<file path="src/rtl/crc_word_unpacker.sv">
// crc_word_unpacker: buffers 8/16/32-bit register writes and streams them bytewise to a CRC engine.
// Optional macro CRC_UNPACK_MSB_FIRST_EN adds a per-write msb_first byte-order select.
module crc_word_unpacker #(
  parameter int DEPTH = 2
) (
  input  logic                           clk,
  input  logic                           rst_n,
  input  logic                           wr_en,
  input  logic [1:0]                     wr_size,
  input  logic [31:0]                    wr_data,
  input  logic                           flush,
`ifdef CRC_UNPACK_MSB_FIRST_EN
  input  logic                           msb_first,
`endif
  output logic                           wr_ready,
  output logic                           byte_valid,
  output logic [7:0]                     byte_data,
  input  logic                           byte_ready,
  output logic [$clog2(4*DEPTH+1)-1:0]   level,
  output logic                           overflow
);
  localparam int PW = $clog2(DEPTH);
  localparam int OW = $clog2(DEPTH + 1);
  localparam int LW = $clog2(4 * DEPTH + 1);
  localparam logic [PW-1:0] PTR_LAST = PW'(DEPTH - 1);
  localparam logic [OW-1:0] OCC_FULL = OW'(DEPTH);

  // Each entry keeps its word plus the index of its final byte (0, 1 or 3).
  logic [31:0]   data_q [DEPTH];
  logic [1:0]    last_q [DEPTH];
`ifdef CRC_UNPACK_MSB_FIRST_EN
  logic [DEPTH-1:0] msb_q;
`endif
  logic [PW-1:0] rd_ptr, wr_ptr;
  logic [OW-1:0] occ;
  logic [1:0]    byte_idx;

  logic          size_ok, wr_fire, wr_drop, rd_fire, head_done, head_msb;
  logic [2:0]    wr_bytes;
  logic [1:0]    wr_last, sel;

  function automatic logic [PW-1:0] ptr_next(input logic [PW-1:0] p);
    return (p == PTR_LAST) ? '0 : p + 1'b1;
  endfunction

  always_comb begin
    wr_bytes = 3'd0;
    wr_last  = 2'd0;
    case (wr_size)
      2'b00:   begin wr_bytes = 3'd1; wr_last = 2'd0; end
      2'b01:   begin wr_bytes = 3'd2; wr_last = 2'd1; end
      2'b10:   begin wr_bytes = 3'd4; wr_last = 2'd3; end
      default: begin wr_bytes = 3'd0; wr_last = 2'd0; end
    endcase
  end

  assign size_ok    = (wr_size != 2'b11);
  assign wr_ready   = (occ < OCC_FULL);
  assign byte_valid = (occ != '0);
  assign wr_fire    = wr_en & size_ok & wr_ready & ~flush;
  assign wr_drop    = wr_en & size_ok & ~wr_ready & ~flush;
  assign rd_fire    = byte_valid & byte_ready & ~flush;
  assign head_done  = (byte_idx == last_q[rd_ptr]);

`ifdef CRC_UNPACK_MSB_FIRST_EN
  assign head_msb = msb_q[rd_ptr];
`else
  assign head_msb = 1'b0;
`endif

  // MSB-first walks the same index counter backwards from the entry's last byte.
  assign sel = head_msb ? (last_q[rd_ptr] - byte_idx) : byte_idx;

  always_comb begin
    byte_data = 8'd0;
    if (byte_valid) byte_data = data_q[rd_ptr][{sel, 3'b000} +: 8];
  end

  always_ff @(posedge clk or negedge rst_n) begin
    if (!rst_n) begin
      rd_ptr   <= '0;
      wr_ptr   <= '0;
      occ      <= '0;
      byte_idx <= '0;
      level    <= '0;
      overflow <= 1'b0;
`ifdef CRC_UNPACK_MSB_FIRST_EN
      msb_q    <= '0;
`endif
      for (int i = 0; i < DEPTH; i++) begin
        data_q[i] <= '0;
        last_q[i] <= '0;
      end
    end else if (flush) begin
      rd_ptr   <= '0;
      wr_ptr   <= '0;
      occ      <= '0;
      byte_idx <= '0;
      level    <= '0;
      overflow <= 1'b0;
    end else begin
      if (wr_fire) begin
        data_q[wr_ptr] <= wr_data;
        last_q[wr_ptr] <= wr_last;
`ifdef CRC_UNPACK_MSB_FIRST_EN
        msb_q[wr_ptr]  <= msb_first;
`endif
        wr_ptr <= ptr_next(wr_ptr);
      end
      if (wr_drop) overflow <= 1'b1;
      if (rd_fire) begin
        if (head_done) begin
          byte_idx <= '0;
          rd_ptr   <= ptr_next(rd_ptr);
        end else begin
          byte_idx <= byte_idx + 2'd1;
        end
      end
      occ   <= occ + OW'(wr_fire) - OW'(rd_fire & head_done);
      level <= level + LW'(wr_fire ? wr_bytes : 3'd0) - LW'(rd_fire);
    end
  end
endmodule

</file>
<file path="config.mk">
export PLATFORM = sky130hd
export DESIGN_NAME = crc_word_unpacker
export DESIGN_NICKNAME = d
export VERILOG_FILES = /design/src/rtl/crc_word_unpacker.sv
export SDC_FILE = /design/constraint.sdc
export NUM_CORES = 1
export LEC_CHECK = 0
export CAP_MARGIN = 20
export CORE_MARGIN = 2
export CORE_UTILIZATION = 49
export DETAILED_ROUTE_END_ITERATION = 6
export PLACE_DENSITY = 0.83
export SLEW_MARGIN = 20
export SYNTH_ARGS = -nofsm -noshare
export SYNTH_HDL_FRONTEND = slang
export SYNTH_SLANG_ARGS = --single-unit
</file>
<file path="constraint.sdc">
create_clock -name clk -period 1.9 [get_ports clk]
set_input_delay 0.285 -clock clk [delete_from_list [all_inputs] [get_ports clk]]
set_output_delay 0.285 -clock clk [all_outputs]
set_load 0.01 [all_outputs]
</file>
**Word level (Yosys, flattened, before mapping)**

Index checks and enable logic that the tools add are counted.

- Magnitude comparators: 4
- Equal/unequal tests: 4
- Shift-type cells: 1
- Mux-type cells: 30
- Reductions and logical operators: 9
- $add $sub $neg: 7
- Bitwise logic cells: 12

Operators with widths:

| operator | count |
|---|---|
| $mux W32 | 4 |
| $bwmux W64 | 1 |
| $demux W32 S1 | 1 |
| $shiftx A32 B6 Y8 | 1 |
| $mux W2 | 8 |
| $reduce_bool A2 Y1 | 5 |
| $mux W1 | 9 |
| $pmux W3 S3 | 1 |
| $and A1 B1 Y1 | 8 |
| $mux W8 | 1 |
| $add A4 B3 Y4 | 1 |
| $bwmux W4 | 1 |
| $ge A2 B2 Y1 const B | 2 |
| $mux W4 | 1 |
| $not A1 Y2 | 2 |
| $pmux W2 S2 | 1 |
| $reduce_and A2 Y1 | 2 |
| $sub A4 B1 Y4 | 1 |
| $mux W3 | 1 |
| $add A1 B1 Y1 const B | 2 |
| $add A2 B1 Y2 | 1 |
| $add A2 B1 Y2 const B | 1 |
| $demux W2 S1 | 1 |
| $eq A2 B1 Y1 const B | 1 |
| 9 further kinds | 10 |

- Output and inout bits: 15
- Register bits after elaboration: 79
- Input port bits: 39
- Word-level logic and storage cells: 77

**Logic depth before layout (Yosys ltp)**

- Word-level depth: 8
- Depth in mapped cells: 11
- Depth with buffers taken out: 11

**Worst setup path before layout**

OpenSTA, ideal clock, no wires.

- Kind: input to register
- Start: input port wr_size[0]
- End: register level[3]
- Slack: -0.240 ns
- Buffers on the path: 0
- Setup time: 0.132 ns
- Data arrival time: 2.008 ns
- Stages: 11
- Cells stage by stage: ha_1 -> nand2b_1 -> nor3_4 -> nand2_1 -> ha_1 -> inv_1 -> ha_1 -> a21o_1 -> a21oi_1 -> xnor2_1 -> nor2_1

- Cells in the longest elaborated chain, start to end: 8

RTL lines:

| element | RTL line | text |
|---|---|---|
| start: declaration | 9 | `input logic [1:0] wr_size,` |
| $ne A2 B2 Y1 | 57 | `assign size_ok = (wr_size != 2'b11);` |
| $and A1 B1 Y1 (3 in series) | 60 | `assign wr_fire = wr_en & size_ok & wr_ready & ~flush;` |
| $mux W3 (*) | 120 | `level <= level + LW'(wr_fire ? wr_bytes : 3'd0) - LW'(rd_fire);` |
| $add A4 B3 Y4 (*) | 120 |  |
| $sub A4 B1 Y4 (*) | 120 |  |
| $mux W4 (*) | 94 | `end else if (flush) begin` |
| end signal: assignment | 120 |  |
| end: declaration | 19 | `output logic [$clog2(4*DEPTH+1)-1:0] level,` |

Mark *: on every way between the ends. The rest lies on a longest branch, timed or not.
A chain may end at the register's enable or synchronous reset.

**Worst setup path in the final report**

- Start: register rd_ptr
- End: output port byte_data[3]

- Cells in the longest elaborated chain, start to end: 6

RTL lines:

| element | RTL line | text |
|---|---|---|
| start: declaration | 34 | `logic [PW-1:0] rd_ptr, wr_ptr;` |
| start signal: assignment | 114 | `rd_ptr <= ptr_next(rd_ptr);` |
| $not A1 Y2 (not written as such) | 76 | `if (byte_valid) byte_data = data_q[rd_ptr][{sel, 3'b000} +: 8];` |
| $mux W32 (not written as such) (3 in series) | 76 |  |
| $shiftx A32 B6 Y8 | 76 |  |
| $mux W8 | 76 |  |
| end: declaration | 17 | `output logic [7:0] byte_data,` |

Every way passes these cells. The select of a mux whose other input is x is not followed.

==> results.sh <==
export IMPL_grt_setup_unrepaired="true"
export IMPL_critical_path_n_buffers_inverters=4
export IMPL_synth_area_leaders="dfrtp_1 (52%), mux2_1 (18%), mux4_2 (5.3%)"
export IMPL_gr_usage_all_layers_pct=21.1
export IMPL_fin_ws_ns=-0.291
export IMPL_register_area_mm2=0.00198
export IMPL_final_layout_size_suffix_gt1_share_pct=33.4
export IMPL_finalWirelength_um=8660
export IMPL_path_class="register to output pin"
export IMPL_min_from="flush"
export IMPL_cts_made_buffers=9
export IMPL_initial_core_util_pct=50.1
export IMPL_mappedNetlistNets=316
export IMPL_n_antenna_cell=0
export IMPL_detailedPlacementHpwl_um=5380
export IMPL_max_slew_violation_total_from_the_final_report=0
export IMPL_cp_cell_sequence="buf_6 > buf_12 > buf_12 > mux4_2 > mux2i_1 > nor2_1 > buf_2"
export IMPL_synth_adder_area_share_pct=4.77
export IMPL_final_total_pwr_uw=5760
export IMPL_detail_route_wl_per_cell_um=18.7
export IMPL_timing_critical_path_from="rd_ptr"
export IMPL_crit_path_max_fanout=5
export IMPL_drtIter0Drc=170
export IMPL_clock_tree_buffer_depth=2
export IMPL_cts_sinks=79
export IMPL_setup_violations_final=14
export IMPL_syn2layout_area_growth_pct=37.3
export IMPL_hold_vio_cnt_final=0
export IMPL_critical_path_slowest_cell="dfrtp_2"
export IMPL_synthMuxAreaShare_pct=32.7
export IMPL_finalWeightedCongestion=0.778
export IMPL_timing_critical_path_mode_cell="buf_12"
export IMPL_floorplan_io_pins=54
export IMPL_synth_edff_count=0
export IMPL_finish_net_count=410
export IMPL_post_synthesis_compound_gate_area_fraction_pct=1.86
export IMPL_io_buffer_count=53
export IMPL_required_ns=1.62
export IMPL_static_leakage_uw=0.00229
export IMPL_cp_end_kind="output pin"
export IMPL_grt_pass1_wl_um=13600
export IMPL_synth_simple_area_share_pct=4.37
export IMPL_finClkSkew_ns=0.00794
export IMPL_multiInputGateArea_mm2=0.00187
export IMPL_synth_cells=263
export IMPL_worst_slew_margin_rel_pct=69.3
export IMPL_cts_root_buf="clkbuf_8"
export IMPL_r2r_start="rd_ptr"
export IMPL_tritoncts="built"
export IMPL_netlist_area_leader_share_pct=51.6
export IMPL_main_combinational_cell_family_by_area_after_synthesis="multiplexers"
export IMPL_filler_cell_count=524
export IMPL_drv_max_cap_violation_count=0
export IMPL_drt_drc_violations_left=0
export IMPL_clock_insertion_delay_worst_skew_ns=0.35
export IMPL_asyncSetResetFlopFracSynth_pct=100
export IMPL_vias_in_the_first_global_route=2739
export IMPL_antenna_found_initial=0
export IMPL_yosys_area_share_xor_xnor_pct=1.60
export IMPL_ys_seq_area_share_pct=51.6
export IMPL_critPathArrivalTime_ns=1.91
export IMPL_drtAntennaViolNets=0
export IMPL_worst_path_dominant_cell_family="multiplexers"
export IMPL_synthesis_yosys_warnings=0
export IMPL_first_pass_drt_iterations=4
export IMPL_yosys_register_bits=79
export IMPL_status="finished with violations"
export IMPL_die_width_um=92.4
export IMPL_placement_rows=32
export IMPL_route_detailed_vias_per_inst=5.34
export IMPL_grt_max_degree=48
export IMPL_failing_checks="setup timing"
export IMPL_worst_setup_path_start_kind="register"
export IMPL_hold_path_class="input port to register"
export IMPL_cts_htree_levels=3
export IMPL_placeableCoreArea_mm2=0.00765
export IMPL_grt_overflow_total=0
export IMPL_fmaxAchievable_mhz=456
export IMPL_cts_reportedPaths_clkPinSlew_ns=0.08
export IMPL_die_y_um=92.4
export IMPL_synth_top_area_cell="dfrtp_1"
export IMPL_mappedNetlistArea_mm2=0.00383
export IMPL_fin_crit_sh_pct=115
export IMPL_netlist_cell_types=33
export IMPL_via_count=2480
export IMPL_min_tclk_post_route_ns=2.19
export IMPL_syn_avg_cell_area_um2=14.6
export IMPL_worstMarginPinSlew_ns=0.460
export IMPL_p_per_area_mw_per_mm2=1090
export IMPL_peakVddDrop_mv=0.700
export IMPL_area_enclosed_by_the_die_boundary_mm2=0.00854
export IMPL_critical_path_max_stage_delay_ns=0.44
export IMPL_synth_top_flop_cell="dfrtp_1"
export IMPL_preCtsSetupSlack_ns=-0.747
[synth_stat cells, types with 2 or more instances]
cell and count:
a21oi_1 5, buf_2 3, buf_4 4, clkbuf_1 4
dfrtp_1 79, ha_1 13, inv_1 12, mux2_1 60
mux2_2 8, mux2i_1 10, mux4_1 7, mux4_2 9
nand2_1 5, nor2_1 15, nor2b_1 4, o21ai_0 2
xnor2_1 7
[stage by stage]
stage / TNS [ns] / cell area (um^2) / utilization [%] / hold slack, ns / std cells
after CTS: -3.10 / 5060 / 66.1 / 0.439 / 455
final: -2.59 / 5260 / 68.8 / 0.403 / 464
after floorplan: -0.385 / 3870 / - / -0.0106 / 263
after detailed placement: -28.88 / 4720 / 61.7 / 0.265 / 429
after global routing: -4.25 / 5260 / 68.8 / 0.435 / 464
after global placement: -24.88 / 4720 / 61.7 / 0.262 / 429
[what timing repair did]
item                       4_1_cts  5_1_grt
pin swaps                        4       15
cloned                           1        3
gates resized for setup         51       29
setup endpoints to repair       48       20
hold endpoints to repair        32        0
hold buffers                     1        0
setup buffers                    8       10
[worst reg2reg max path, stage by stage, from the launching register on]
cell and delay, ns:
dfrtp_2 0.44, buf_6 0.16, mux2i_4 0.19, xnor2_2 0.15, nor4_2 0.29, ha_1 0.28
inv_2 0.07, ha_4 0.13, xnor2_2 0.10, xnor2_1 0.13, nor2_1 0.06
[layer usage]
metal,global-route usage [%],up-vias,share of wire [%]
met1,27.3,1256,43
met5,0,-,0
met4,8.96,0,2.5
met2,33.6,77,50
li1,-,1128,-
met3,5.78,19,5.4
[cell families after synthesis]
group	Yosys count
buffers and inverters	25
AND/OR/NAND/NOR	32
flip-flops	79
adder cells (fa/ha/maj)	14
XOR/XNOR	7
multiplexers	94
AO/OA/AOI/OAI	12
[power breakdown]
group	leakage (uW)	total, uW	internal (uW)	switching (uW)
Sequential	0.000965	2480	2200	285
Clock	0.000128	1640	1010	629
Combinational	0.00119	1630	992	642
Total	0.00229	5760	4200	1560
[flip-flops by register name (all words and copies together), names as in the netlist]
| register | cells |
|---|---|
| level | 4 |
| rd_ptr | 1 |
| data_q | 64 |
| byte_idx | 2 |
| overflow | 1 |
| occ | 2 |
| wr_ptr | 1 |
| last_q | 4 |
[final timing paths]
check | endpoint | slack (ns) | cells past startpoint
worst max-delay path | byte_data[3] | -0.29 | 7
worst min-delay path | level[1] | 0.40 | 3
worst max register to register | occ[1] | -0.23 | 10
worst min register to register | data_q[38] | 0.49 | 1
max in group asynchronous | rd_ptr | 0.87 | 3
min in group asynchronous | overflow | 0.42 | 2
[final cells by class]
cell class / count / area share, %
tap: 102 / 2.43
clock inverter: 5 / 2.45
multi-input combinational: 159 / 35.5
inverter: 13 / 0.975
timing repair buffer: 95 / 18.5
sequential: 79 / 37.6
clock buffer: 11 / 2.50
[placed cells by master (no fill, tap or decap), types with 2 or more instances in the layout]
cell type,n
a21oi_1,3
a21oi_2,2
buf_12,8
buf_2,8
buf_4,26
buf_6,5
bufinv_16,4
clkbuf_1,2
clkbuf_16,3
clkbuf_2,2
clkbuf_8,9
clkdlybuf4s50_1,40
dfrtp_1,77
dfrtp_2,2
dlymetal6s2s_1,2
ha_1,8
ha_4,4
inv_1,10
inv_2,2
mux2_1,57
mux2_2,8
mux2_4,3
mux2i_1,9
mux4_2,16
nand2_1,4
nor2_1,14
nor2_4,2
nor2b_1,3
o21ai_0,2
xnor2_1,4
xnor2_2,3
No activity file was read; power rests on OpenSTA's default activity.
